File: src/rtl/core_pkg.sv
// rtl/core_pkg.sv - shared types and encodings for the execute-stage branch path
package core_pkg;

  localparam int CORE_XLEN    = 32;
  localparam int CORE_BXXOP_W = 3;

  localparam logic [2:0] BXX_BEQ  = 3'b000;
  localparam logic [2:0] BXX_BNE  = 3'b001;
  localparam logic [2:0] BXX_BLT  = 3'b100;
  localparam logic [2:0] BXX_BGE  = 3'b101;
  localparam logic [2:0] BXX_BLTU = 3'b110;
  localparam logic [2:0] BXX_BGEU = 3'b111;

  typedef enum logic [1:0] {
    BR_IDLE,
    BR_RESOLVE,
    BR_REDIRECT
  } br_state_e;

  typedef struct packed {
    logic [CORE_BXXOP_W-1:0] bxx_opcode;
    logic                    is_jal;
    logic                    is_jalr;
    logic [CORE_XLEN-1:0]    pc;
    logic [CORE_XLEN-1:0]    src1;
    logic [CORE_XLEN-1:0]    src2;
    logic [CORE_XLEN-1:0]    imm;
    logic                    pred_taken;
    logic [CORE_XLEN-1:0]    pred_target;
  } br_req_t;

endpackage

File: src/rtl/branch_ctrl_beu.sv
// rtl/branch_ctrl_beu.sv - branch condition compare unit (BEQ/BNE/BLT/BGE/BLTU/BGEU)
module branch_ctrl_beu
  import core_pkg::*;
#(
  parameter int XLEN    = 32,
  parameter int BXXOP_W = 3
) (
  input  logic [BXXOP_W-1:0] bxx_opcode,
  input  logic [XLEN-1:0]    src1,
  input  logic [XLEN-1:0]    src2,
  output logic               result
);

  always_comb begin
    result = 1'b0;
    case (bxx_opcode)
      BXX_BEQ:  result = (src1 == src2);
      BXX_BNE:  result = (src1 != src2);
      BXX_BLT:  result = ($signed(src1) <  $signed(src2));
      BXX_BGE:  result = ($signed(src1) >= $signed(src2));
      BXX_BLTU: result = (src1 <  src2);
      BXX_BGEU: result = (src1 >= src2);
      default:  result = 1'b0;
    endcase
  end

endmodule

File: src/rtl/branch_ctrl.sv
// rtl/branch_ctrl.sv - branch/jump resolve, mispredict check and fetch redirect sequencer
module branch_ctrl
  import core_pkg::*;
#(
  parameter int XLEN    = 32,
  parameter int BXXOP_W = 3
) (
  input  logic               clk,
  input  logic               rst_b,
  input  logic               req_valid,
  output logic               req_ready,
  input  logic [BXXOP_W-1:0] req_bxx_opcode,
  input  logic               req_is_jal,
  input  logic               req_is_jalr,
  input  logic [XLEN-1:0]    req_pc,
  input  logic [XLEN-1:0]    req_src1,
  input  logic [XLEN-1:0]    req_src2,
  input  logic [XLEN-1:0]    req_imm,
  input  logic               req_pred_taken,
  input  logic [XLEN-1:0]    req_pred_target,
  input  logic               flush_in,
  output logic               resp_valid,
  output logic               resp_taken,
  output logic [XLEN-1:0]    resp_link,
  output logic               resp_mispredict,
  output logic               resp_misaligned,
  output logic               redirect_valid,
  input  logic               redirect_ready,
  output logic [XLEN-1:0]    redirect_pc,
  output logic               flush_younger
);

  br_state_e      state;
  br_req_t        req_q;
  logic [XLEN-1:0] redirect_pc_q;

  logic            beu_result;
  logic            is_resolve;
  logic            taken_c;
  logic            mispredict_c;
  logic            misaligned_c;
  logic            redirect_c;
  logic [XLEN-1:0] sum_c;
  logic [XLEN-1:0] target_c;
  logic [XLEN-1:0] link_c;

  branch_ctrl_beu #(
    .XLEN    (XLEN),
    .BXXOP_W (BXXOP_W)
  ) u_beu (
    .bxx_opcode (req_q.bxx_opcode),
    .src1       (req_q.src1),
    .src2       (req_q.src2),
    .result     (beu_result)
  );

  // JALR bases on rs1 and clears bit 0; everything else is PC-relative.
  assign sum_c        = (req_q.is_jalr ? req_q.src1 : req_q.pc) + req_q.imm;
  assign target_c     = req_q.is_jalr ? {sum_c[XLEN-1:1], 1'b0} : sum_c;
  assign link_c       = req_q.pc + XLEN'(4);
  assign taken_c      = req_q.is_jal | req_q.is_jalr | beu_result;
  assign mispredict_c = (taken_c != req_q.pred_taken) |
                        (taken_c & (req_q.pred_target != target_c));
  assign misaligned_c = taken_c & (target_c[1:0] != 2'b00);
  assign redirect_c   = mispredict_c & ~misaligned_c;
  assign is_resolve   = (state == BR_RESOLVE);

  always_ff @(posedge clk or negedge rst_b) begin
    if (!rst_b) begin
      state         <= BR_IDLE;
      req_q         <= '0;
      redirect_pc_q <= '0;
    end else begin
      case (state)
        BR_IDLE: begin
          if (req_valid && !flush_in) begin
            req_q <= '{bxx_opcode:  req_bxx_opcode,
                       is_jal:      req_is_jal,
                       is_jalr:     req_is_jalr,
                       pc:          req_pc,
                       src1:        req_src1,
                       src2:        req_src2,
                       imm:         req_imm,
                       pred_taken:  req_pred_taken,
                       pred_target: req_pred_target};
            state <= BR_RESOLVE;
          end
        end
        BR_RESOLVE: begin
          if (!flush_in && redirect_c) begin
            redirect_pc_q <= taken_c ? target_c : link_c;
            state         <= BR_REDIRECT;
          end else begin
            state <= BR_IDLE;
          end
        end
        BR_REDIRECT: begin
          if (flush_in || redirect_ready) state <= BR_IDLE;
        end
        default: state <= BR_IDLE;
      endcase
    end
  end

  // Response fields read as zero outside the resolve cycle.
  assign req_ready       = (state == BR_IDLE) & ~flush_in;
  assign resp_valid      = is_resolve & ~flush_in;
  assign resp_taken      = is_resolve & taken_c;
  assign resp_link       = is_resolve ? link_c : '0;
  assign resp_mispredict = is_resolve & mispredict_c;
  assign resp_misaligned = is_resolve & misaligned_c;
  assign flush_younger   = resp_valid & redirect_c;
  assign redirect_valid  = (state == BR_REDIRECT) & ~flush_in;
  assign redirect_pc     = redirect_pc_q;

endmodule
File: config.mk
export PLATFORM = sky130hd
export DESIGN_NAME = branch_ctrl
export DESIGN_NICKNAME = d
export VERILOG_FILES = /design/src/rtl/core_pkg.sv /design/src/rtl/branch_ctrl_beu.sv /design/src/rtl/branch_ctrl.sv
export SDC_FILE = /design/constraint.sdc
export NUM_CORES = 1
export LEC_CHECK = 0
export ABC_AREA = 1
export CAP_MARGIN = 20
export CELL_PAD_IN_SITES_DETAIL_PLACEMENT = 1
export CELL_PAD_IN_SITES_GLOBAL_PLACEMENT = 2
export CORE_UTILIZATION = 25
export DETAILED_ROUTE_END_ITERATION = 8
export HOLD_SLACK_MARGIN = 0.06
export PLACE_DENSITY = 0.75
export REMOVE_ABC_BUFFERS = 1
export SYNTH_ARGS = -nofsm -noshare
export SYNTH_HDL_FRONTEND = slang
export SYNTH_SLANG_ARGS = --single-unit
File: constraint.sdc
create_clock -name clk -period 10.8 [get_ports clk]
set_clock_uncertainty 0.15 [all_clocks]
set_input_delay 2.16 -clock clk [delete_from_list [all_inputs] [get_ports clk]]
set_output_delay 2.16 -clock clk [all_outputs]
set_load 0.02 [all_outputs]
# Yosys cells after proc, flatten, opt, wreduce, memory -nomap -nowiden
# Index checks and enable logic that the tools add are counted.
[totals]
wordCells = 64
out_inout_bits = 71
ff_bits = 200
in_bits = 171
[op_classes]
n_mux = 9
magnitude_cmp = 4
n_addsub = 2
n_reduce_logical = 10
eq_ne = 13
bitwise_logic = 15
[ops]
columns = ["cell", "n"]
rows = [
  ["$mux 32", 3],
  ["$ge 32x32->1", 2],
  ["$lt 32x32->1", 2],
  ["$ne 32x32->1", 2],
  ["$add 32x3->32 const B", 1],
  ["$add 32x32->32", 1],
  ["$eq 32x32->1", 1],
  ["$eq 3x3->1 const B", 4],
  ["$and 1x1->1", 10],
  ["$mux 2", 3],
  ["$pmux 1 s6", 1],
  ["$pmux 2 s3", 1],
  ["$reduce_and 2->1", 3],
  ["$ne 2x2->1 const B", 2],
  ["$eq 3x1->1 const B", 1],
  ["$logic_not 3->1", 1],
  ["$or 1x1->1", 3],
  ["$eq 2x1->1 const B", 1],
  ["$eq 2x2->1 const B", 1],
  ["$logic_and 1x1->1", 2],
  ["$logic_not 2->1", 1],
  ["$not 1->1", 2],
  ["$reduce_bool 2->1", 1],
  ["$logic_not 1->1", 1],
  ["3 further kinds", 3],
]

# Depth between registers and ports, before layout
[logic_depth]
word_depth = 10
ltp_mapped = 26
mapped_depth_nobuf = 24

# Modules after synthesis
# A second synthesis with hierarchy kept.
[unflattened]
cells_unflattened = 1987
area_unflattened_um2 = 13249.0
[by_module_without_submodules]
columns = ["module", "instances", "cells_each", "area_each_um2", "seq_area_each_um2"]
rows = [
  ["branch_ctrl", 1, 1821, 12274.3, 5004.8],
  ["branch_ctrl_beu", 1, 166, 974.7, 0.0],
]

# Least setup slack after synthesis
# Ideal clock, no wire load.
[synth_path]
path_type = "reg-to-output"
startpoint = "register req_q[161] in the netlist's numbering"
endpoint = "output port resp_mispredict"
required_time_ps = 8490
t_arrival_ps = 3404
stages_incl_launch_ff = 25
path_buffers = 3
slack_ps = 5086
path_cell_list = "dfrtp_1 -> clkbuf_1 -> clkbuf_1 -> nand2_1 -> o21ai_0 -> ha_1 -> inv_1 -> fa_1 -> inv_1 -> nand3_1 -> nand2_1 -> nand2_1 -> nand2_1 -> nand2_1 -> nand2_1 -> xor2_1 -> nand2_1 -> nand3_1 -> nor2_1 -> nand2_1 -> nor2_1 -> nand4_2 -> buf_2 -> nand2_1 -> nor2_1"
[synth_between]
elab_chain_cells = 7
elab_cells_between_ends = 10
cone_classes = "add/sub: 1; eq/ne: 2; mux: 2; bitwise: 5"
[synth_rtl]
columns = ["element", "line_no", "source"]
rows = [
  ["from (decl)", "branch_ctrl.sv:34", "br_req_t req_q;"],
  ["from (signal assigned)", "branch_ctrl.sv:77", "req_q <= '{bxx_opcode: req_bxx_opcode,"],
  ["$mux 32", "branch_ctrl.sv:58", "assign sum_c = (req_q.is_jalr ? req_q.src1 : req_q.pc) + req_q.imm;"],
  ["$add 32x32->32", "branch_ctrl.sv:58", ""],
  ["$mux 1", "branch_ctrl.sv:59", "assign target_c = req_q.is_jalr ? {sum_c[XLEN-1:1], 1'b0} : sum_c;"],
  ["$ne 32x32->1", "branch_ctrl.sv:63", "(taken_c & (req_q.pred_target != target_c));"],
  ["$and 1x1->1", "branch_ctrl.sv:63", ""],
  ["$or 1x1->1 (*)", "branch_ctrl.sv:62", "assign mispredict_c = (taken_c != req_q.pred_taken) |"],
  ["$and 1x1->1 (*)", "branch_ctrl.sv:110", "assign resp_mispredict = is_resolve & mispredict_c;"],
  ["to (decl)", "branch_ctrl.sv:25", "output logic resp_mispredict,"],
]
# Every way passes the cells marked *; elsewhere a longest branch is shown, timed or not.

# Final worst setup path
[layout_path]
startpoint = "register req_q[161] in the netlist's numbering"
endpoint = "output port flush_younger"
[layout_between]
elab_chain_cells = 8
elab_cells_between_ends = 14
cone_classes = "add/sub: 1; eq/ne: 2; mux: 2; bitwise: 8; reduce/logical: 1"
[layout_rtl]
columns = ["element", "line_no", "source"]
rows = [
  ["$mux 32", "branch_ctrl.sv:58", ""],
  ["$add 32x32->32", "branch_ctrl.sv:58", ""],
  ["$mux 1", "branch_ctrl.sv:59", ""],
  ["$ne 32x32->1 or $reduce_bool 2->1 (tied branches)", "branch_ctrl.sv:63, branch_ctrl.sv:64", ""],
  ["$and 1x1->1 (on tied branches)", "branch_ctrl.sv:63, branch_ctrl.sv:64", ""],
  ["$or 1x1->1 or $not 1->1 (tied branches)", "branch_ctrl.sv:62, branch_ctrl.sv:65", ""],
  ["$and 1x1->1 (*)", "branch_ctrl.sv:65", "assign redirect_c = mispredict_c & ~misaligned_c;"],
  ["$and 1x1->1 (*)", "branch_ctrl.sv:112", "assign flush_younger = resp_valid & redirect_c;"],
  ["to (decl)", "branch_ctrl.sv:30", "output logic flush_younger"],
]
# Marked as above.

==> flow_metrics.py <==
metrics = {
    "outcome": {
        "outcome": "complete, but fails checks",
        "failed_checks": "design-rule violations",
    },
    "global_route": {
        "grt_start_max_net_pins": 113,
        "grt_pass1_wl_um": 82200,
        "grt_overflow_total": 0,
        "grtUsageTotal": 0.202,
        "grt_pass1_vias": 14200,
        "antenna_found_initial": 0,
    },
    "yosys": {
        "syn_area_per_cell_um2": 6.51,
        "ys_seq_area_frac": 0.371,
        "syn_area_um2": 13500,
        "async_flop_share": 1.00,
        "yosys.area.top_type": "dfrtp_1",
        "synthTopCellsByArea": "dfrtp_1 (37%), nand2_1 (26%), inv_1 (7.8%)",
        "yosysWarningCount": 0,
        "yosysMostFrequentCell": "nand2_1",
        "synth_top_area_share": 0.371,
        "ys_ff_latch": 200,
        "synthTopCellsByCount": "nand2_1 (920), inv_1 (280), dfrtp_1 (200)",
        "ys.flop_type": "dfrtp_1",
        "synth_edf_count": 0,
        "post_synth_inst_count": 2071,
        "ys_types": 33,
    },
    "critical_path": {
        "r2r_cells": 25,
        "critPathKind": "register to primary output",
        "critPathMaxStageDelay_ns": 0.62,
        "required_ns": 8.49,
        "r2r_end": "redirect_pc[20]",
        "worst_setup_path_start_kind": "register",
        "r2r_slack_ns": 6.24,
        "r2r_start": "req_q[161]",
        "crit_arrival_ns": 5.32,
        "cpMostUsedCell": "nand2_1",
        "slowest_stage": "clkdlybuf4s50_1",
        "end_kind": "primary output",
        "crit_fanout": 59,
    },
    "route": {
        "vias_per_cell": 4.59,
        "wl_per_cell_um": 18.1,
        "highest_layer": "met4",
        "antenna_left": 0,
        "drtIter0Drc": 637,
        "wl_met3_um": 1580,
        "wirelength_um": 53700,
        "wl_met1_um": 25800,
        "drt-pass1-iter-count": 8,
        "remaining_drc_errors": 10,
        "wl_met2_um": 24700,
        "num_vias": 13700,
    },
    "clocking": {
        "clock_sinks": 200,
        "cts_setup_buffers": 0,
        "ctsResizeCount": 0,
        "clk_pin_slew_ns": 0.09,
        "cts_buffers": 17,
        "clock_latency_ns": 0.51,
        "htreeDepth": 4,
        "cts_tree": "built",
        "clockRootBuffer": "clkbuf_16",
        "hold_buffers": 0,
        "clk_path_buf_depth": 2,
    },
    "die": {
        "core_um2": 52900,
        "core.rowCount": 84,
        "ios": 242,
        "die_x_um": 234,
        "dieArea_um2": 54800,
        "initial_core_util": 0.255,
        "die_y_um": 234,
    },
    "min_path": {
        "min_to": "redirect_pc[2]",
        "hp-start": "redirect_pc[2]",
        "hold_path.class": "register to register",
        "min_path_cells": 2,
    },
    "final_layout": {
        "drive_gt1_frac": 0.0245,
        "nNetsFinal": 2508,
        "n_antenna_cell": 0,
        "syn_to_final_growth_pct": 27.0,
        "final_util": 0.324,
    },
    "timing": {
        "timing.hold.ws_ns": 0.329,
        "hold_violations": 0,
        "finalSetupTns_ns": 0,
        "rsz0062_at_grt": "false",
        "fmax_ghz": 0.131,
        "slew_headroom": 0.297,
        "fin_crit_sh": 0.706,
        "drv_slew": 0,
        "worst_slew_pin_slew_ns": 1.05,
        "finalSetupViolCount": 0,
        "period_needed_ns": 7.63,
    },
    "placement": {
        "hpwl_um": 43600,
        "place_congestion": 0.900,
        "io_buffer_count": 241,
    },
    "power": {
        "p_per_area_nw_per_um2": 221,
        "total_power_mw": 3.79,
        "ir_drop_mv": 0.140,
        "cellLeakagePower_nw": 8.92,
    },
    "job": {
        "cap_violations": 0,
    },
}
==> metal layers <==
metal  vias up  GRT usage
li1       6866          -
met1      6494      0.273
met2       226      0.322
met3        64     0.0304
met4         0     0.0771
met5         -          0
==> cells in the final DEF (no fill, tap or decap), drive strengths merged, types with 6 or more instances in the layout <==
cell,n
xor2,26
nand3,96
nor2,127
clkdlybuf4s50,240
dfrtp,200
a21oi,32
nor4,10
nand4,84
ha,64
buf,12
nand3b,6
clkbuf,19
o21ai,119
nor3,13
inv,287
nand2,920
==> area by class of cell <==
| type | count | area (um^2) |
|---|---|---|
| clock buffer | 18 | 429 |
| sequential | 200 | 5000 |
| inverter | 283 | 1070 |
| fill | 6707 | 35700 |
| clock inverter | 14 | 136 |
| timing repair buffer | 253 | 2510 |
| multi-input combinational | 1517 | 7110 |
| tap | 688 | 861 |
==> how the worst max path moves through the flow <==
stage / start / to / slack [ns] / cells past startpoint
2_1_floorplan: flush_in / state[0] / 2.19 / 3
3_3_place_gp: req_q[128] / flush_younger / 3.74 / 19
3_5_place_dp: req_q[161] / flush_younger / 3.62 / 25
4_1_cts: req_q[161] / flush_younger / 3.04 / 25
5_1_grt: req_q[161] / flush_younger / 2.56 / 25
6_report: req_q[161] / flush_younger / 3.17 / 25
==> cell families after synthesis <==
family,Yosys count,synth area share
simple gates,1263,0.385
buf+inv,354,0.101
flops,200,0.371
compound gates,158,0.0611
fa+ha+maj,65,0.0609
xor+xnor,31,0.0202
==> per-stage QoR <==
| step | worst slack (ns) | cell area [um^2] | cells |
|---|---|---|---|
| floorplan | 2.19 | 13200 | 2000 |
| global placement | 3.74 | 16600 | 2941 |
| detailed placement | 3.62 | 16600 | 2941 |
| CTS | 3.04 | 17100 | 2973 |
| global route | 2.56 | 17100 | 2973 |
| finish | 3.17 | 17100 | 2973 |
==> state kept, by name (all words and copies together), names as in the netlist <==
signal	cells
req_q	166
redirect_pc	32
state	2
==> power breakdown <==
| group | switching [mW] | total [mW] | internal, mW | leakage [nW] |
|---|---|---|---|---|
| Combinational | 1.33 | 2.03 | 0.696 | 6.17 |
| Clock | 0.343 | 0.647 | 0.303 | 0.259 |
| Sequential | 0.163 | 1.11 | 0.950 | 2.49 |
==> worst max-delay path: cells and delay by family (launching register included) <==
family          cells  cell delay (ns)
fa+ha+maj           2             0.66
simple gates       16             1.84
compound gates      1             0.12
buf+inv             6             1.80
flops               1             0.37
Note: power is estimated with default switching activity, not from simulation.
